File: src/rtl/agc_sequencer.sv
// -----------------------------------------------------------------------------
// agc_sequencer
//
// Per-channel controller for one AGC core. It produces the measurement-period
// tick and accumulator clock enable, defers LFSR resync requests to the start
// of a period, stages scale/offset loads and lines the apply strobe up with a
// period boundary. It also captures the accumulator results into holding
// registers behind a valid/ack handshake.
//
// Period timeline (one period = 2^PERIOD_BITS + CAPTURE_DELAY + 3 clocks):
//   PRE (1) -> TICK (1) -> RUN (2^PERIOD_BITS) -> DRAIN (CAPTURE_DELAY)
//   -> CAPTURE (1) -> PRE again while enable_i is high, otherwise IDLE.
//
// Optional build macro: AGC_PERIOD_COUNT_EN adds period_count_o, a 16-bit
// count of captures. It is cleared by reset and by a serviced resync.
//
// Ports:
//   clk_i, rst_n_i        clock, asynchronous active-low reset
//   enable_i              run periods back-to-back while high
//   resync_i              pulse, request LFSR resync at the next PRE
//   scale_i/scale_wr_i    stage a new gain scale (strobed out next clock)
//   offset_i/offset_wr_i  stage a new offset (strobed out next clock)
//   apply_req_i           pulse, request an apply strobe
//   sq/gt/lt_accum_i      accumulator values from the core
//   agc_tick_o            period start, resets the accumulators
//   agc_ce_o              accumulator enable
//   agc_rst_o             LFSR reset
//   agc_scale_o/_ce_o     staged scale and its load strobe
//   agc_offset_o/_ce_o    staged offset and its load strobe
//   agc_apply_o           apply strobe
//   sq_o/gt_o/lt_o        captured results
//   valid_o/ack_i         results-held flag and its consumer acknowledge
//   overrun_o             sticky, a capture overwrote unacknowledged results
//   busy_o                sequencer is not idle
//   period_count_o        (AGC_PERIOD_COUNT_EN only) capture counter
// -----------------------------------------------------------------------------
module agc_sequencer #(
  parameter int PERIOD_BITS   = 17,
  parameter int CAPTURE_DELAY = 3,
  parameter int SQ_BITS       = 25,
  parameter int PR_BITS       = 21
) (
  input  logic               clk_i,
  input  logic               rst_n_i,
  input  logic               enable_i,
  input  logic               resync_i,
  input  logic [16:0]        scale_i,
  input  logic               scale_wr_i,
  input  logic [15:0]        offset_i,
  input  logic               offset_wr_i,
  input  logic               apply_req_i,
  input  logic [SQ_BITS-1:0] sq_accum_i,
  input  logic [PR_BITS-1:0] gt_accum_i,
  input  logic [PR_BITS-1:0] lt_accum_i,
  output logic               agc_tick_o,
  output logic               agc_ce_o,
  output logic               agc_rst_o,
  output logic [16:0]        agc_scale_o,
  output logic               agc_scale_ce_o,
  output logic [15:0]        agc_offset_o,
  output logic               agc_offset_ce_o,
  output logic               agc_apply_o,
  output logic [SQ_BITS-1:0] sq_o,
  output logic [PR_BITS-1:0] gt_o,
  output logic [PR_BITS-1:0] lt_o,
  output logic               valid_o,
  input  logic               ack_i,
  output logic               overrun_o,
`ifdef AGC_PERIOD_COUNT_EN
  output logic [15:0]        period_count_o,
`endif
  output logic               busy_o
);

  localparam int DRAIN_W = (CAPTURE_DELAY > 1) ? $clog2(CAPTURE_DELAY) : 1;
  localparam logic [PERIOD_BITS-1:0] RUN_LAST   = {PERIOD_BITS{1'b1}};
  localparam logic [PERIOD_BITS-1:0] RUN_ZERO   = {PERIOD_BITS{1'b0}};
  localparam logic [DRAIN_W-1:0]     DRAIN_LAST = DRAIN_W'(CAPTURE_DELAY - 1);
  localparam logic [DRAIN_W-1:0]     DRAIN_ZERO = {DRAIN_W{1'b0}};

  typedef enum logic [2:0] {
    S_IDLE    = 3'd0,
    S_PRE     = 3'd1,
    S_TICK    = 3'd2,
    S_RUN     = 3'd3,
    S_DRAIN   = 3'd4,
    S_CAPTURE = 3'd5
  } state_t;

  state_t               state_q, state_d;
  logic [PERIOD_BITS-1:0] run_cnt_q, run_cnt_d;
  logic [DRAIN_W-1:0]   drain_cnt_q, drain_cnt_d;

  logic                 resync_pend_q, resync_pend_d;
  logic                 apply_pend_q, apply_pend_d;
  logic                 idle_apply_q, idle_apply_d;

  logic                 tick_q, tick_d;
  logic                 ce_q, ce_d;
  logic                 rst_q, rst_d;
  logic                 apply_q, apply_d;
  logic                 busy_q, busy_d;

  logic [16:0]          scale_q, scale_d;
  logic                 scale_ce_q, scale_ce_d;
  logic [15:0]          offset_q, offset_d;
  logic                 offset_ce_q, offset_ce_d;

  logic [SQ_BITS-1:0]   sq_q, sq_d;
  logic [PR_BITS-1:0]   gt_q, gt_d;
  logic [PR_BITS-1:0]   lt_q, lt_d;
  logic                 valid_q, valid_d;
  logic                 overrun_q, overrun_d;

  logic                 capture_s;

`ifdef AGC_PERIOD_COUNT_EN
  logic [15:0]          pcount_q, pcount_d;
`endif

  assign capture_s = (state_q == S_CAPTURE);

  // Period sequencing: state transitions plus the RUN and DRAIN counters.
  always_comb begin
    state_d     = state_q;
    run_cnt_d   = run_cnt_q;
    drain_cnt_d = drain_cnt_q;
    case (state_q)
      S_IDLE: begin
        if (enable_i) begin
          state_d = S_PRE;
        end else begin
          state_d = S_IDLE;
        end
      end
      S_PRE: begin
        state_d = S_TICK;
      end
      S_TICK: begin
        state_d   = S_RUN;
        run_cnt_d = RUN_ZERO;
      end
      S_RUN: begin
        // The counter wraps back to zero on the last enabled clock.
        if (run_cnt_q == RUN_LAST) begin
          run_cnt_d   = RUN_ZERO;
          drain_cnt_d = DRAIN_ZERO;
          state_d     = (CAPTURE_DELAY == 0) ? S_CAPTURE : S_DRAIN;
        end else begin
          run_cnt_d = run_cnt_q + PERIOD_BITS'(1);
        end
      end
      S_DRAIN: begin
        if (drain_cnt_q == DRAIN_LAST) begin
          drain_cnt_d = DRAIN_ZERO;
          state_d     = S_CAPTURE;
        end else begin
          drain_cnt_d = drain_cnt_q + DRAIN_W'(1);
        end
      end
      S_CAPTURE: begin
        if (enable_i) begin
          state_d = S_PRE;
        end else begin
          state_d = S_IDLE;
        end
      end
      default: begin
        state_d     = S_IDLE;
        run_cnt_d   = RUN_ZERO;
        drain_cnt_d = DRAIN_ZERO;
      end
    endcase
  end

  // Pending resync/apply flags. A request arriving in the servicing cycle
  // itself survives the clear and waits for the next period.
  always_comb begin
    resync_pend_d = 1'b0;
    apply_pend_d  = 1'b0;
    if (state_q == S_PRE) begin
      resync_pend_d = resync_i;
    end else begin
      resync_pend_d = resync_pend_q | resync_i;
    end
    if (state_q == S_TICK) begin
      apply_pend_d = apply_req_i;
    end else if (state_q == S_IDLE) begin
      // Idle requests go down the two-clock direct path instead.
      apply_pend_d = apply_pend_q;
    end else begin
      apply_pend_d = apply_pend_q | apply_req_i;
    end
    idle_apply_d = (state_q == S_IDLE) & apply_req_i;
  end

  // Strobe outputs are computed from the upcoming state so they are
  // registered yet still coincide with the state they belong to.
  always_comb begin
    tick_d  = (state_d == S_TICK);
    ce_d    = (state_d == S_RUN);
    rst_d   = (state_d == S_PRE) & resync_pend_d;
    // The idle path lands two clocks after the request, behind any load
    // strobe issued in the same cycle as the request.
    apply_d = ((state_d == S_TICK) & apply_pend_d) | idle_apply_q;
    busy_d  = (state_d != S_IDLE);
  end

  // Scale/offset staging, accepted in any state.
  always_comb begin
    scale_d     = scale_q;
    offset_d    = offset_q;
    scale_ce_d  = scale_wr_i;
    offset_ce_d = offset_wr_i;
    if (scale_wr_i) begin
      scale_d = scale_i;
    end else begin
      scale_d = scale_q;
    end
    if (offset_wr_i) begin
      offset_d = offset_i;
    end else begin
      offset_d = offset_q;
    end
  end

  // Result capture and valid/ack/overrun handshake. A capture that meets an
  // ack in the same clock keeps valid high without flagging overrun.
  always_comb begin
    sq_d      = sq_q;
    gt_d      = gt_q;
    lt_d      = lt_q;
    valid_d   = valid_q;
    overrun_d = overrun_q;
    if (capture_s) begin
      sq_d    = sq_accum_i;
      gt_d    = gt_accum_i;
      lt_d    = lt_accum_i;
      valid_d = 1'b1;
    end else if (ack_i) begin
      valid_d = 1'b0;
    end else begin
      valid_d = valid_q;
    end
    if (capture_s & valid_q & ~ack_i) begin
      overrun_d = 1'b1;
    end else if (ack_i) begin
      overrun_d = 1'b0;
    end else begin
      overrun_d = overrun_q;
    end
  end

`ifdef AGC_PERIOD_COUNT_EN
  // Capture counter, cleared when a resync is actually issued to the core.
  always_comb begin
    pcount_d = pcount_q;
    if ((state_q == S_PRE) && rst_q) begin
      pcount_d = 16'd0;
    end else if (capture_s) begin
      pcount_d = pcount_q + 16'd1;
    end else begin
      pcount_d = pcount_q;
    end
  end
`endif

  // State, counters, pending flags and all registered outputs.
  always_ff @(posedge clk_i or negedge rst_n_i) begin
    if (!rst_n_i) begin
      state_q       <= S_IDLE;
      run_cnt_q     <= RUN_ZERO;
      drain_cnt_q   <= DRAIN_ZERO;
      resync_pend_q <= 1'b0;
      apply_pend_q  <= 1'b0;
      idle_apply_q  <= 1'b0;
      tick_q        <= 1'b0;
      ce_q          <= 1'b0;
      rst_q         <= 1'b0;
      apply_q       <= 1'b0;
      busy_q        <= 1'b0;
      scale_q       <= 17'd0;
      scale_ce_q    <= 1'b0;
      offset_q      <= 16'd0;
      offset_ce_q   <= 1'b0;
      sq_q          <= {SQ_BITS{1'b0}};
      gt_q          <= {PR_BITS{1'b0}};
      lt_q          <= {PR_BITS{1'b0}};
      valid_q       <= 1'b0;
      overrun_q     <= 1'b0;
`ifdef AGC_PERIOD_COUNT_EN
      pcount_q      <= 16'd0;
`endif
    end else begin
      state_q       <= state_d;
      run_cnt_q     <= run_cnt_d;
      drain_cnt_q   <= drain_cnt_d;
      resync_pend_q <= resync_pend_d;
      apply_pend_q  <= apply_pend_d;
      idle_apply_q  <= idle_apply_d;
      tick_q        <= tick_d;
      ce_q          <= ce_d;
      rst_q         <= rst_d;
      apply_q       <= apply_d;
      busy_q        <= busy_d;
      scale_q       <= scale_d;
      scale_ce_q    <= scale_ce_d;
      offset_q      <= offset_d;
      offset_ce_q   <= offset_ce_d;
      sq_q          <= sq_d;
      gt_q          <= gt_d;
      lt_q          <= lt_d;
      valid_q       <= valid_d;
      overrun_q     <= overrun_d;
`ifdef AGC_PERIOD_COUNT_EN
      pcount_q      <= pcount_d;
`endif
    end
  end

  assign agc_tick_o      = tick_q;
  assign agc_ce_o        = ce_q;
  assign agc_rst_o       = rst_q;
  assign agc_apply_o     = apply_q;
  assign busy_o          = busy_q;
  assign agc_scale_o     = scale_q;
  assign agc_scale_ce_o  = scale_ce_q;
  assign agc_offset_o    = offset_q;
  assign agc_offset_ce_o = offset_ce_q;
  assign sq_o            = sq_q;
  assign gt_o            = gt_q;
  assign lt_o            = lt_q;
  assign valid_o         = valid_q;
  assign overrun_o       = overrun_q;
`ifdef AGC_PERIOD_COUNT_EN
  assign period_count_o  = pcount_q;
`endif

endmodule

File: config.mk
export PLATFORM = sky130hd
export DESIGN_NAME = agc_sequencer
export DESIGN_NICKNAME = d
export VERILOG_FILES = /design/src/rtl/agc_sequencer.sv
export SDC_FILE = /design/constraint.sdc
export NUM_CORES = 1
export LEC_CHECK = 0
export CORE_UTILIZATION = 43
export DETAILED_ROUTE_END_ITERATION = 7
export PLACE_DENSITY = 0.8
export SLEW_MARGIN = 20
export SYNTH_ARGS = -nofsm -noshare
export SYNTH_HDL_FRONTEND = slang
export SYNTH_SLANG_ARGS = --single-unit
File: constraint.sdc
create_clock -name clk_i -period 2 [get_ports clk_i]
set_input_delay 0.2 -clock clk_i [delete_from_list [all_inputs] [get_ports clk_i]]
set_output_delay 0.2 -clock clk_i [all_outputs]
set_load 0.03 [all_outputs]
### Yosys cells after proc, flatten, opt, wreduce, memory -nomap -nowiden

Cells that the tools add are included.

* register bits: 134
* bits of input ports: 108
* output and inout bits: 109
* word-level logic and storage cells: 66

* add/sub/neg operators: 2
* equality and inequality tests: 11
* muxes and demuxes: 15
* bitwise operators: 10
* reduce and logical (&&, ||, !) cells: 8

Operator list (count)
* $pmux W17 S2: 1
* $add A17 B1 Y17 const B: 1
* $eq A17 B17 Y1 const B: 1
* $mux W17: 1
* $pmux W3 S5: 1
* $eq A3 B2 Y1 const B: 4
* $reduce_or A4 Y1: 2
* $mux W1: 7
* $eq A3 B1 Y1 const B: 2
* $eq A3 B3 Y1 const B: 2
* $mux W3: 2
* $pmux W2 S3: 1
* $and A1 B1 Y1: 5
* $mux W2: 2
* $reduce_bool A2 Y1: 2
* $logic_not A3 Y1: 1
* $or A1 B1 Y1: 3
* $reduce_bool A3 Y1: 1
* $add A2 B1 Y2 const B: 1
* $eq A2 B2 Y1 const B: 1
* $ne A2 B2 Y1 const B: 1
* $not A1 Y1: 2
* $reduce_and A2 Y1: 1
* $reduce_or A2 Y1: 1

### Logic depth before layout (Yosys ltp)

* depth after elaboration: 6
* gate-level depth with buffers: 8
* gate-level depth less buffers: 8

### Least setup slack after synthesis

OpenSTA, ideal clock, no wires.

* path type: register to register
* start: register run_cnt_q[6]
* end: register run_cnt_q[10]
* setup time: 0.132 ns
* arrival: 1.716 ns
* data required time: 1.868 ns
* path slack: 0.152 ns
* stages on the path, launching flop included: 8
* buffers on the path: 1
* period minus slack after synthesis: 1.848 ns
* cell sequence: dfrtp_1 > and4_4 > nand4_2 > nor3_1 > ha_1 > o21a_1 > clkbuf_1 > nor2_1

* longest elaborated chain between the ends: 3
* elaborated cells on any way between the ends: 4
* those cells by class: add/sub: 1; eq/ne: 1; mux: 2

Ends and longest elaborated chain
* from (decl): line 91 `logic [PERIOD_BITS-1:0] run_cnt_q, run_cnt_d;`
* from (signal assigned): line 296 `run_cnt_q <= run_cnt_d;`
* $add A17 B1 Y17 or $eq A17 B17 Y1 (tied branches): line 150, 145
* $mux W17 *: line 145 `if (run_cnt_q == RUN_LAST) begin`
* $pmux W17 S2 *: line 128 `case (state_q)`

Mark *: on every way between the ends. The rest lies on a longest branch, timed or not.
A chain may end at the register's enable or synchronous reset.

### Final worst setup path

* start: register run_cnt_q[9]
* end: register state_q[1]

* longest elaborated chain between the ends: 3

Ends and longest elaborated chain
* $eq A17 B17 Y1: line 145
* $mux W3: line 145
* $pmux W3 S5: line 128
* named net state_d[1]: line 90 `state_t state_q, state_d;`
* to (signal assigned): line 295 `state_q <= state_d;`
* to (decl): line 90

The timed path passes the listed nets, and every way through them passes these cells.

==> impl_metrics.csv <==
group,metric,value,unit
layout,final-instance-count-excl-fill,891,
die,core_area,0.0120,mm2
timing,fmax,0.539,GHz
worst_setup_path,crit_slowest_cell,"dfrtp_1",
clock_network,clk_latency,0.41,ns
clock_network,cts_htree_levels,4,
layout,final_util,69.4,%
placed_design,dp.cells,857,
synth,synth_area,0.00528,mm2
worst_setup_path,reg2reg_depth,7,
worst_setup_path,setup.worst_path.start_class,"flip-flop",
worst_setup_path,crit_path_cell_trace,"and4_4 -> nand4_2 -> nor3_2 -> ha_2 -> a21oi_1 -> and2_1 -> or2_1",
run,drv_cap,0,
clock_network,cts_max_path_buffers,2,
synth,synth_ff_type,"dfrtp_1",
layout,layout-drive-gt1-share,11.8,%
pwr,pwr_density_cell,834,mW/mm2
worst_hold_path,hold_class,"input pin to async pin",
clock_network,cts_tree,"done",
synth,synth_mux_area_share,7.42,%
die,initial_core_util,44.1,%
global_routing,grt_max_degree,57,
synth,synth_fp_nets,614,
layout,area_growth,57.3,%
detailed_routing,drtIter0Drc,282,
die,row_count,40,
synth,syn_inst,504,
detailed_routing,drc,0,
timing,fin_setup_tns,0,ns
synth,synthSimpleGateAreaFrac,21.1,%
run_status,status,"finished, final reports clean",
timing,hold_ws,0.268,ns
synth,synth_seq_cells,134,
die,io_pins,217,
layout,final_area,0.00830,mm2
synth,ys_async_sr_fraction,100,%
worst_setup_path,cpPeakStageDelay,0.39,ns
placed_design,port-buffer-count,216,
worst_setup_path,worst_ep_required_time,2.30,ns
detailed_routing,wirelength,13700,um
global_routing,grtUsageTotal,22.5,%
synth,avgSynthCellArea,10.5,um2
detailed_routing,ant_nets,0,
layout,fillerInstances,890,
pwr,vdd_drop_max,0.000613,V
clock_network,cts_root_buffer,"clkbuf_16",
synth,synthDistinctLibCells,44,
detailed_routing,routedWlPerCell,15.4,um
synth,synth-seq-area-share,63.6,%
worst_setup_path,path_max_fanout,5,
layout,seq_area,0.00335,mm2
detailed_routing,viasPerCell,4.83,
placed_design,dpl.hpwl,9890,um
worst_setup_path,path_class,"flip-flop to flip-flop",
die,die_h,113,um
layout,diodes,0,
synth,yosysWarnings,0,
synth,synth_compound_area_share,2.96,%
detailed_routing,vias,4301,
worst_setup_path,cp.arrival,2.15,ns
placed_design,place_area,0.00768,mm2
timing,drv_slew,0,
clock_network,cts_made_buffers,17,
timing,setup_viol,0,
global_routing,grt_overflow,0,
die,die_w,113,um
pwr,power_leakage,0.00363,uW
layout,nNetsFinal,842,
worst_setup_path,endpoint_kind,"flip-flop",
timing,fin_skew,0.00794,ns
synth,synthXorXnorAreaFrac,1.99,%
synth,synth-edff-count,0,
die,dieArea,0.0127,mm2
timing,worst_slew_pin_slew,0.434,ns
global_routing,grt_antenna_before_repair,0,
layout,multiInputGateArea,0.00181,mm2
timing,post-route-period-util,92.8,%
placed_design,gp_congestion,0.766,
timing,period_needed,1.86,ns
synth,synth_top_family_by_area,"simple AND/OR/NAND/NOR gates",
timing,maxSlewHeadroom,71.0,%
synth,synthAdderAreaFrac,0.474,%
clock_network,clkTransAtPathRegs,0.06,ns
detailed_routing,dr.pass1.iters,4,
clock_network,clock-sinks,134,
global_routing,grt_pass1_wl,21900,um
global_routing,first_global_vias,4368,
timing,hold_viol,0,
timing,grt_setup_unrepaired,"no",
-- logic make-up after synthesis --
logic type               after synthesis
AND/OR/NAND/NOR                      267
multiplexers                          35
buffers and inverters                 29
flip-flops                           134
AO/OA/AOI/OAI                         25
XOR/XNOR                              12
adder cells (fa/ha/maj)                2
-- where the power goes --
group | internal [uW] | leakage (uW) | switching, uW
sequential | 2850 | 0.00141 | 110
clock | 1950 | 0.000289 | 1100
combinational | 482 | 0.00193 | 425
-- path summary, 6_finish.rpt --
| kind | end | start | slack (ns) |
|---|---|---|---|
| worst min register to register | agc_apply_o | idle_apply_q | 0.45 |
| worst max register to register | state_q[1] | run_cnt_q[9] | 0.14 |
| worst max-delay path | state_q[1] | run_cnt_q[9] | 0.14 |
| worst min-delay path | sq_o[18] | rst_n_i | 0.27 |
| max in group asynchronous | agc_scale_o[10] | rst_n_i | 1.07 |
| min in group clk_i | lt_o[17] | lt_accum_i[17] | 0.31 |
-- worst max-delay path, delay by kind of cell, from the launching register on --
kind                       cells  cell delay, ns
AOI/OAI and AO/OA              1            0.11
adders and majority gates      1            0.25
DFF                            1            0.39
and+or+nand+nor                5            0.99
-- Yosys cell counts, types with 2 or more instances --
library cell,number,area [um2]
ha_1,2,25.0
mux2_2,33,372
nor2_1,17,63.8
clkbuf_1,12,45.0
xor2_1,6,52.6
nor3_1,2,10.0
xnor2_1,6,52.6
o21ai_1,4,20.0
nor3b_1,2,15.0
a21oi_1,7,35.0
o21ai_0,3,15.0
nand2_1,215,807
nand3_1,5,25.0
mux2i_1,2,20.0
nand4_1,4,25.0
o21a_1,2,15.0
nor2b_1,2,12.5
buf_2,11,55.1
inv_1,4,15.0
and3_1,3,18.8
o22ai_1,3,18.8
nand2b_1,4,25.0
dfrtp_1,134,3350
-- timing repair --
item | 4_1_cts | 5_1_grt
setup endpoints to repair | 1 | 10
pin swaps | 0 | 2
endpoints found under the hold margin | 27 | 0
buffers inserted | 0 | 2
gates resized for setup | 1 | 2
hold buffers | 1 | 0
-- state kept, by name (all words and copies together) (netlist names), 2 cells and up --
signal	cells
gt_o	21
lt_o	21
agc_offset_o	16
sq_o	25
run_cnt_q	17
state_q	3
drain_cnt_q	2
agc_scale_o	17
-- metrics by stage --
step                      setup WS, ns  total power (uW)
after floorplan                  0.152              3400
after global routing            0.0413              7180
after CTS                       0.0198              7000
after global placement           0.100              3880
after detailed placement        0.0109              3920
final                            0.145              6920
-- layout by cell type, fill, tap and decap left out, drive strengths merged, types with 3 or more instances in the layout --
cell type,Yosys,routed
nand2,215,215
clkdlybuf4s50,0,215
dfrtp,134,134
mux2,33,33
clkbuf,12,23
nor2,18,18
buf,12,17
a21oi,7,7
o21ai,7,7
xnor2,6,6
xor2,6,6
nand3,6,6
inv,5,6
nand2b,5,5
nand4,5,5
clkinv,0,4
o22ai,3,3
and3,3,3
-- area by class of cell --
| type | instances | share of cell area, % |
|---|---|---|
| Inverter | 5 | 0.226 |
| Sequential cell | 134 | 40.4 |
| Tap cell | 147 | 2.22 |
| Clock inverter | 8 | 1.16 |
| Clock buffer | 23 | 5.88 |
| Multi-Input combinational cell | 341 | 21.8 |
| Timing Repair Buffer | 233 | 28.3 |
-- metal layers --
metal  track usage [%]  wire length (um)
met1              27.7              5700
met2              37.9              6860
met3              5.84               857
met4              9.33               281
met5                 0                 0
No activity file was read; power rests on OpenSTA's default activity.
